## src/rtl/usb_slave_access_arbiter.sv

```systemverilog
// Two-way arbiter in front of the USB slave decoder: serialises AXI-side writes and
// host-side reads, sequences the decoder command, write strobes and read-data capture.
module usb_slave_access_arbiter #(
  parameter int RD_LATENCY = 2,
  parameter bit ADDR_CHECK = 1'b1
) (
  input  logic        Clk,
  input  logic        Rst,
  input  logic        i_wr_req,
  input  logic [31:0] i_wr_addr,
  input  logic [31:0] i_wr_data,
  output logic        o_wr_ack,
  output logic        o_wr_err,
  input  logic        i_rd_req,
  input  logic [31:0] i_rd_addr,
  output logic        o_rd_valid,
  input  logic        i_rd_ready,
  output logic [31:0] o_rd_data,
  output logic        o_rd_err,
  output logic [31:0] o_dec_addr,
  output logic [1:0]  o_dec_read_en,
  output logic        o_mem_we,
  output logic        o_reg_we,
  output logic [31:0] o_wdata,
  input  logic [31:0] i_mem_rdata,
  input  logic [31:0] i_reg_rdata,
  output logic [2:0]  o_dbg_state
);

  // Handshakes: a request stays high with stable address/data until its response;
  // wr_ack is a 1-cycle pulse, rd_valid holds with stable data until rd_ready is sampled high.
  typedef enum logic [2:0] {
    IDLE      = 3'd0,
    WR_ISSUE  = 3'd1,
    WR_COMMIT = 3'd2,
    RD_ISSUE  = 3'd3,
    RD_WAIT   = 3'd4,
    RD_RESP   = 3'd5,
    ERR_RESP  = 3'd6
  } state_t;

  localparam logic [2:0] LAST_CNT = 3'(RD_LATENCY - 1);

  state_t      r_state;
  logic        r_last_wr;
  logic        r_err_wr;
  logic [2:0]  r_cnt;
  logic        r_wr_ack;
  logic        r_wr_err;
  logic        r_rd_valid;
  logic [31:0] r_rd_data;
  logic        r_rd_err;
  logic [31:0] r_dec_addr;
  logic [1:0]  r_dec_read_en;
  logic        r_mem_we;
  logic        r_reg_we;
  logic [31:0] r_wdata;

  logic w_wr_oor;
  logic w_rd_oor;
  logic w_grant_wr;

  assign w_wr_oor   = ADDR_CHECK & (|i_wr_addr[31:11]);
  assign w_rd_oor   = ADDR_CHECK & (|i_rd_addr[31:11]);
  // Under contention the side that did not win last time gets the grant.
  assign w_grant_wr = i_wr_req & (~i_rd_req | ~r_last_wr);

  always_ff @(posedge Clk) begin
    if (!Rst) begin
      r_state       <= IDLE;
      r_last_wr     <= 1'b0;
      r_err_wr      <= 1'b0;
      r_cnt         <= 3'd0;
      r_wr_ack      <= 1'b0;
      r_wr_err      <= 1'b0;
      r_rd_valid    <= 1'b0;
      r_rd_data     <= 32'd0;
      r_rd_err      <= 1'b0;
      r_dec_addr    <= 32'd0;
      r_dec_read_en <= 2'b00;
      r_mem_we      <= 1'b0;
      r_reg_we      <= 1'b0;
      r_wdata       <= 32'd0;
    end else begin
      r_wr_ack      <= 1'b0;
      r_wr_err      <= 1'b0;
      r_mem_we      <= 1'b0;
      r_reg_we      <= 1'b0;
      r_dec_read_en <= 2'b00;
      case (r_state)
        IDLE: begin
          if (i_wr_req || i_rd_req) begin
            if (w_grant_wr) begin
              r_last_wr <= 1'b1;
              if (w_wr_oor) begin
                r_state  <= ERR_RESP;
                r_err_wr <= 1'b1;
                r_wr_ack <= 1'b1;
                r_wr_err <= 1'b1;
              end else begin
                r_state       <= WR_ISSUE;
                r_dec_addr    <= i_wr_addr;
                r_wdata       <= i_wr_data;
                r_dec_read_en <= 2'b10;
              end
            end else begin
              r_last_wr <= 1'b0;
              if (w_rd_oor) begin
                r_state    <= ERR_RESP;
                r_err_wr   <= 1'b0;
                r_rd_valid <= 1'b1;
                r_rd_err   <= 1'b1;
                r_rd_data  <= 32'd0;
              end else begin
                r_state       <= RD_ISSUE;
                r_dec_addr    <= i_rd_addr;
                r_dec_read_en <= 2'b01;
              end
            end
          end
        end
        WR_ISSUE: begin
          // Decoder has registered the address by now, so the strobe lands on the commit cycle.
          r_state  <= WR_COMMIT;
          r_mem_we <= ~r_dec_addr[10];
          r_reg_we <= r_dec_addr[10];
          r_wr_ack <= 1'b1;
        end
        WR_COMMIT: r_state <= IDLE;
        RD_ISSUE: begin
          r_state  <= RD_WAIT;
          r_cnt    <= 3'd0;
          r_rd_err <= 1'b0;
        end
        RD_WAIT: begin
          if (r_cnt == LAST_CNT) begin
            r_rd_data  <= r_dec_addr[10] ? i_reg_rdata : i_mem_rdata;
            r_rd_valid <= 1'b1;
            r_state    <= RD_RESP;
          end else begin
            r_cnt <= r_cnt + 3'd1;
          end
        end
        RD_RESP: begin
          if (i_rd_ready) begin
            r_rd_valid <= 1'b0;
            r_state    <= IDLE;
          end
        end
        ERR_RESP: begin
          if (r_err_wr) begin
            r_state <= IDLE;
          end else if (i_rd_ready) begin
            r_rd_valid <= 1'b0;
            r_rd_err   <= 1'b0;
            r_state    <= IDLE;
          end
        end
        default: r_state <= IDLE;
      endcase
    end
  end

  assign o_wr_ack      = r_wr_ack;
  assign o_wr_err      = r_wr_err;
  assign o_rd_valid    = r_rd_valid;
  assign o_rd_data     = r_rd_data;
  assign o_rd_err      = r_rd_err;
  assign o_dec_addr    = r_dec_addr;
  assign o_dec_read_en = r_dec_read_en;
  assign o_mem_we      = r_mem_we;
  assign o_reg_we      = r_reg_we;
  assign o_wdata       = r_wdata;
  assign o_dbg_state   = r_state;

endmodule

```

## config.mk

```make
export PLATFORM = sky130hd
export DESIGN_NAME = usb_slave_access_arbiter
export DESIGN_NICKNAME = d
export VERILOG_FILES = /design/src/rtl/usb_slave_access_arbiter.sv
export SDC_FILE = /design/constraint.sdc
export NUM_CORES = 1
export LEC_CHECK = 0
export BUFFER_PORTS_ARGS = -buffer_cell sky130_fd_sc_hd__buf_2
export CAP_MARGIN = 20
export CORE_UTILIZATION = 39
export CTS_CLUSTER_SIZE = 8
export DETAILED_ROUTE_END_ITERATION = 6
export GPL_ROUTABILITY_DRIVEN = 1
export PLACE_DENSITY = 0.75
export RECOVER_POWER = 25
export SLEW_MARGIN = 15
export SYNTH_ARGS = -nofsm -noshare
export SYNTH_HDL_FRONTEND = slang
export SYNTH_SLANG_ARGS = --single-unit
```

## constraint.sdc

```tcl
create_clock -name Clk -period 1.6 [get_ports Clk]
set_input_delay 0.08 -clock Clk [delete_from_list [all_inputs] [get_ports Clk]]
set_output_delay 0.08 -clock Clk [all_outputs]
set_load 0.02 [all_outputs]
```

## Word-level counts from Yosys, hierarchy flattened

Index checks and enable logic that the tools add are counted.

- $add $sub $neg: 1
- Multiply operators: 0
- Div/mod/pow operators: 0
- Magnitude comparators: 0
- Equality and inequality tests: 16
- Shift-type cells: 0
- Muxes and demuxes: 40
- Bitwise gates (word level): 6
- Reductions and logical operators: 21

Operator list:

| cell | number |
|---|---|
| $mux 32 | 8 |
| $pmux 32 s2 | 1 |
| $reduce_or 21->1 | 2 |
| $mux 3 | 8 |
| $ne 2x2->1 const B | 9 |
| $pmux 3 s6 | 1 |
| $mux 1 | 16 |
| $reduce_and 4->1 | 3 |
| $reduce_and 6->1 | 2 |
| $reduce_and 2->1 | 5 |
| $eq 3x3->1 const B | 3 |
| $eq 3x1->1 const B | 2 |
| $pmux 3 s2 | 1 |
| $reduce_bool 2->1 | 3 |
| $reduce_and 5->1 | 1 |
| $mux 2 | 2 |
| $not 1->1 | 4 |
| $pmux 1 s4 | 1 |
| $reduce_bool 4->1 | 1 |
| $add 3x1->3 const B | 1 |
| $eq 3x2->1 const B | 1 |
| $logic_not 3->1 | 1 |
| $pmux 1 s3 | 1 |
| $reduce_and 3->1 | 1 |
| 6 further kinds | 6 |

- Flip-flop bits (word level): 112
- Bits in latches: 0
- RAM bits: 0
- Bits in read-only memories: 0
- Bits of input ports: 165
- Output and inout bits: 107
- Logic and storage cells: 98
- Memories kept: 0

## Logic depth before layout (Yosys ltp)

- Depth after elaboration: 6
- Gate-level depth with buffers: 9
- Mapped depth without buffers: 7

## Least setup slack after synthesis

No wires, ideal clock.

- Kind: flip-flop to flip-flop
- Start: register r_state[1], in the netlist o_dbg_state[1]
- End: register r_state[2], in the netlist o_dbg_state[2]
- Setup time: 116 ps
- Arrival: 1,632 ps
- Required time: 1,484 ps
- Path slack: -148 ps
- Stages on the path, launching flop included: 7
- Path buffers: 1
- Period minus slack after synthesis: 1,748 ps
- Cells stage by stage: dfxtp_1 -> clkbuf_1 -> o21ai_0 -> a211oi_1 -> a21oi_1 -> a31o_2 -> and4_1

- Cells in the longest elaborated chain, start to end: 3
- Elaborated cells between the ends (all ways): 10
- Classes of those cells: eq/ne (7); mux (1); reduce/logical (2)

RTL lines:

| item | RTL line | text |
|---|---|---|
| start: declaration | 44 | `state_t r_state;` |
| start signal: assignment | 70 | `r_state <= IDLE;` |
| start signal: assignment | 96 | `r_state <= ERR_RESP;` |
| start signal: assignment | 101 | `r_state <= WR_ISSUE;` |
| $eq 3x3->1 / $logic_not 3->1 (equally long branches) | 90 | `case (r_state)` |
| $ne 2x2->1 (no line) | -- |  |
| $reduce_and 2->1 (no line) | -- |  |

Parallel ways exist; a longest one is shown, timed or not.
A chain may end at the register's enable or synchronous reset.

## Worst setup path in the final report

- Start: register r_state[0], in the netlist o_dbg_state[0]
- End: register r_wdata[26], in the netlist o_wdata[26]

- Cells in the longest elaborated chain, start to end: 2

RTL lines:

| item | RTL line | text |
|---|---|---|
| $logic_not 3->1 | 90 |  |
| $reduce_and 4->1 (no line) | -- |  |
| end signal: assignment | 103 | `r_wdata <= i_wr_data;` |
| end: declaration | 57 | `logic [31:0] r_wdata;` |

Every way passes these cells.

==> impl.org <==
** Status
- Run status :: finished with violations
- Failing checks :: setup timing

** Setup path
- Cell-by-cell listing of the critical path :: nor3_4 -> buf_6 -> o21ai_4 -> nor4_4 -> buf_6 -> clkbuf_16 -> nand2_2 -> a21oi_2
- Largest stage delay on the critical path :: 0.36 ns
- Crit-path leading delay family :: simple AND/OR/NAND/NOR gates
- Startpoint class of the critical path :: flip-flop
- Along the worst path, the maximum fanout reaches 8.
- STA puts the critical path data arrival time at between 1.5 and 2 ns.
- Number of buffer and inverter stages on the critical path :: 3
- Most frequent CP cell :: buf_6
- Start-to-end type of the worst setup path :: flip-flop to flip-flop
- Crit path max-delay cell type :: dfxtp_4
- At the worst endpoint, the required time is 1.87 ns.
- Crit. End Element :: flip-flop

** Logic synthesis
- Post-synthesis net count :: around 700
- Cells after Synth :: ~530
- Register bit total from synthesis :: 112
- Mean cell area of the mapped netlist :: ~8.6 µm²
- Cell Area, Synth :: approximately 4500 µm²
- Most used flip-flop cell after synthesis :: dfxtp_1
- Post-synthesis async set-or-reset flop share :: 0%
- Post-synth EDFFs :: 0
- Yosys mapped the design onto 42 distinct sky130hd cell types.
- The share of the Yosys chip area taken by registers is between 40 and 50%.
- Yosys synthesis warning count :: 0

** Placed design
- Number of buffers inserted by port buffering :: 271
- At the end of routability-driven placement, the weighted congestion stood at ~0.85.
- In this run the cell area measured after placement is 6250 µm².
- Final HPWL DP :: 9520 µm

** Global route
- Wire length of the first global-routing pass :: 20700 µm
- Entering global routing, the biggest net connects 77 pins.
- Initial antenna violation count :: 0
- Across every metal layer, demand over resource in global routing totals 22.0%.
- The number of global-route vias before repair was between 4000 and 5000.
- The total overflow left after global routing is 0.

** Timing
- Rel. slew slack :: about 75%
- Derived from the worst setup path, the maximum achievable clock frequency is roughly 600 MHz.
- Setup total negative slack on the finished layout was measured at -1.12 ns.
- Endpoints failing hold :: 0
- Min cycle time layout :: ~1.7 ns
- Of the available clock period, the critical path in the final layout requires 104%.
- Setup violations remaining at the end of the flow were counted as 49.
- For the pin with the worst max-slew slack, the measured transition is about 0.38 ns.
- Least setup slack across all paths after layout :: -0.0652 ns
- Setup repair after global routing could not meet its margin everywhere.
- For the final database, setup skew stands at approximately 0.011 ns.
- Pins over their slew limit :: 0

** Power and ir drop
- The clock network burns between 20% and 30% of the power.
- Power share of the combinational group :: 32.5%
- Cell internal power dissipation :: between 5 and 6 mW
- IR analysis of the VDD net gives a maximum drop of a little over 500 µV.
- Leakage dissipation :: roughly 3.3 nW
- Sequential cells account for between 30% and 40% of the total power.
- Switching Share :: between 30% and 40%
- Switching Power :: about 2.5 mW
- For this design the ratio of total power to cell area is between 1000 and 1500 nW/µm².

** Floorplan
- 272 I/O pins were placed.
- CORE AREA :: between 10000 and 15000 µm²
- The initial utilization of the core area, before any placement, comes to between 40% and 50%.
- In this run the core area contains 39 standard-cell rows.
- Measured along the x axis, the die boundary spans 110 µm.
- The die is about 110 µm tall.
- Area enclosed by the die boundary :: between 10000 and 15000 µm²

** Clock tree
- Worst-skew pair later-pin latency :: 0.34 ns
- CTS tree :: done
- Clock Sink Count :: about 110
- Clock slew at the register clock pins of the worst setup and hold paths :: 0.08 ns
- CTS built an H-tree with a depth of 3.
- Clock tree synthesis selected as its root buffer the cell clkbuf_16.
- Inserted Clock Buffers :: 9
- Maximum clock insertion buffer count :: 2

** Detailed routing
- Average detailed-routed wire length per instance :: about 15 µm
- Residual antenna-violating net count after detailed routing :: 0
- 1st-pass router iterations :: 4
- Using the TritonRoute via totals, the vias-per-cell ratio works out to 5.00.
- Vias after detailed routing :: 4961
- Iter 0 DRT Violations :: 274
- # DRC :: 0
- Total wire length after detailed routing :: approximately 15000 µm

** Layout
- Layout cells sized above 1 :: 42.5%
- Layout-stage area growth over the synthesis result :: 60.3%
- After routing the design area is approximately 7300 µm².
- Leaving out fill and tap cells, the most frequent cell in the layout is buf_2.
- In the final design database the tool counted roughly 1000 nets.
- The top cell types in the final layout, fill and taps aside, are buf_2 (234), dfxtp_1 (106), nand2_1 (105).
- Diodes inserted :: 0

** Flow run
- The tool flagged a number of max-cap violations equal to 0.

** Hold path
- Class of the tightest hold or removal check :: primary input to flip-flop
-- final cells by class --
class,instances,area [µm²]
Fill cell,956,4080
Multi-Input combinational cell,373,2410
Sequential cell,112,2260
Timing Repair Buffer,344,2120
Clock buffer,10,239
Tap cell,143,179
Clock inverter,5,65.1
Inverter,5,18.8
-- layer usage --
layer	global-route usage [%]	up-vias	routed length, µm
met3	4.64	26	992
met1	25.3	2288	6110
li1	-	2461	-
met4	7.71	0	270
met2	40.0	186	7730
met5	0	-	0
-- sequential cells by signal, summed over array words and instances, names as in the netlist --
name           count
o_rd_data         32
r_last_wr          1
r_cnt              3
o_dbg_state        3
o_wr_err           1
o_rd_err           1
o_wr_ack           1
o_rd_valid         1
o_dec_read_en      2
o_mem_we           1
r_err_wr           1
o_wdata           32
o_dec_addr        32
o_reg_we           1
-- cell usage after synthesis, types with 3 or more instances --
library cell | instances | area share (%)
nand2_1 | 118 | 9.7
dfxtp_1 | 112 | 49
mux2i_1 | 43 | 9.5
a21oi_1 | 39 | 4.3
nor2_1 | 38 | 3.1
o22ai_1 | 32 | 4.4
clkbuf_1 | 29 | 2.4
and3_1 | 23 | 3.2
or3_1 | 13 | 1.8
nor3_1 | 10 | 1.1
nor4_1 | 8 | 1.1
o21ai_0 | 8 | 0.88
nand3_1 | 7 | 0.77
inv_1 | 5 | 0.41
nand4_1 | 5 | 0.69
buf_2 | 4 | 0.44
and4_1 | 3 | 0.58
buf_6 | 3 | 0.74
-- cells by family (layout without fill, tap and decap cells) --
logic type	after synthesis	count (layout)	share of synthesized area [%]
simple gates	232	232	23.6
flops	112	112	49.3
compound gates	93	93	12.2
buf+inv	44	364	4.35
mux	43	43	9.46
xor+xnor	3	3	0.578
fa+ha+maj	2	2	0.550
-- final timing paths --
path | startpoint | to | slack [ns] | cells past startpoint
min | i_mem_rdata[28] | o_rd_data[28]$_SDFFE_PN0P_ | 0.04 | 3
max reg2reg | o_dbg_state[0]$_SDFFE_PN0P_ | o_wdata[26]$_SDFFE_PN0P_ | -0.07 | 8
min reg2reg | o_wdata[7]$_SDFFE_PN0P_ | o_wdata[7]$_SDFFE_PN0P_ | 0.45 | 2
max | o_dbg_state[0]$_SDFFE_PN0P_ | o_wdata[26]$_SDFFE_PN0P_ | -0.07 | 8
-- tightest hold or removal path, cell delays in order --
cell and delay [ns]:
buf_2 0.07, mux2i_1 0.06, o22ai_2 0.13
-- through the flow --
stage / setup WS, ns / cells / utilization, % / hold slack, ns / total power, mW
6_report: -0.0652 / 992 / 64.1 / 0.0446 / 7.89
5_1_grt: -0.116 / 992 / 64.1 / 0.0356 / 8.23
4_1_cts: -0.0238 / 982 / 60.7 / 0.0261 / 7.34
3_5_place_dp: -0.149 / 935 / 55.0 / 0.328 / 4.95
3_3_place_gp: -0.116 / 935 / 55.0 / 0.325 / 4.95
2_1_floorplan: -0.0263 / 529 / - / 0.220 / 4.22
-- repair_timing --
| action | 4_1_cts | 5_1_grt |
|---|---|---|
| cloned | 0 | 6 |
| setup endpoints to repair | 33 | 89 |
| pin swaps | 0 | 24 |
| buffers inserted | 0 | 4 |
| hold buffers | 32 | 0 |
| gates resized for setup | 4 | 66 |
| endpoints found under the hold margin | 32 | 0 |
-- power groups by stage --
| stage | clock, mW | combinational [mW] | sequential, mW |
|---|---|---|---|
| 6_report | 2.28 | 2.56 | 3.04 |
| 5_1_grt | 2.45 | 2.73 | 3.06 |
| 4_1_cts | 2.33 | 1.96 | 3.04 |
| 3_5_place_dp | 0 | 1.85 | 3.11 |
| 3_3_place_gp | 0 | 1.85 | 3.10 |
| 2_1_floorplan | 0 | 1.01 | 3.21 |
No activity file was read; power rests on OpenSTA's default activity.
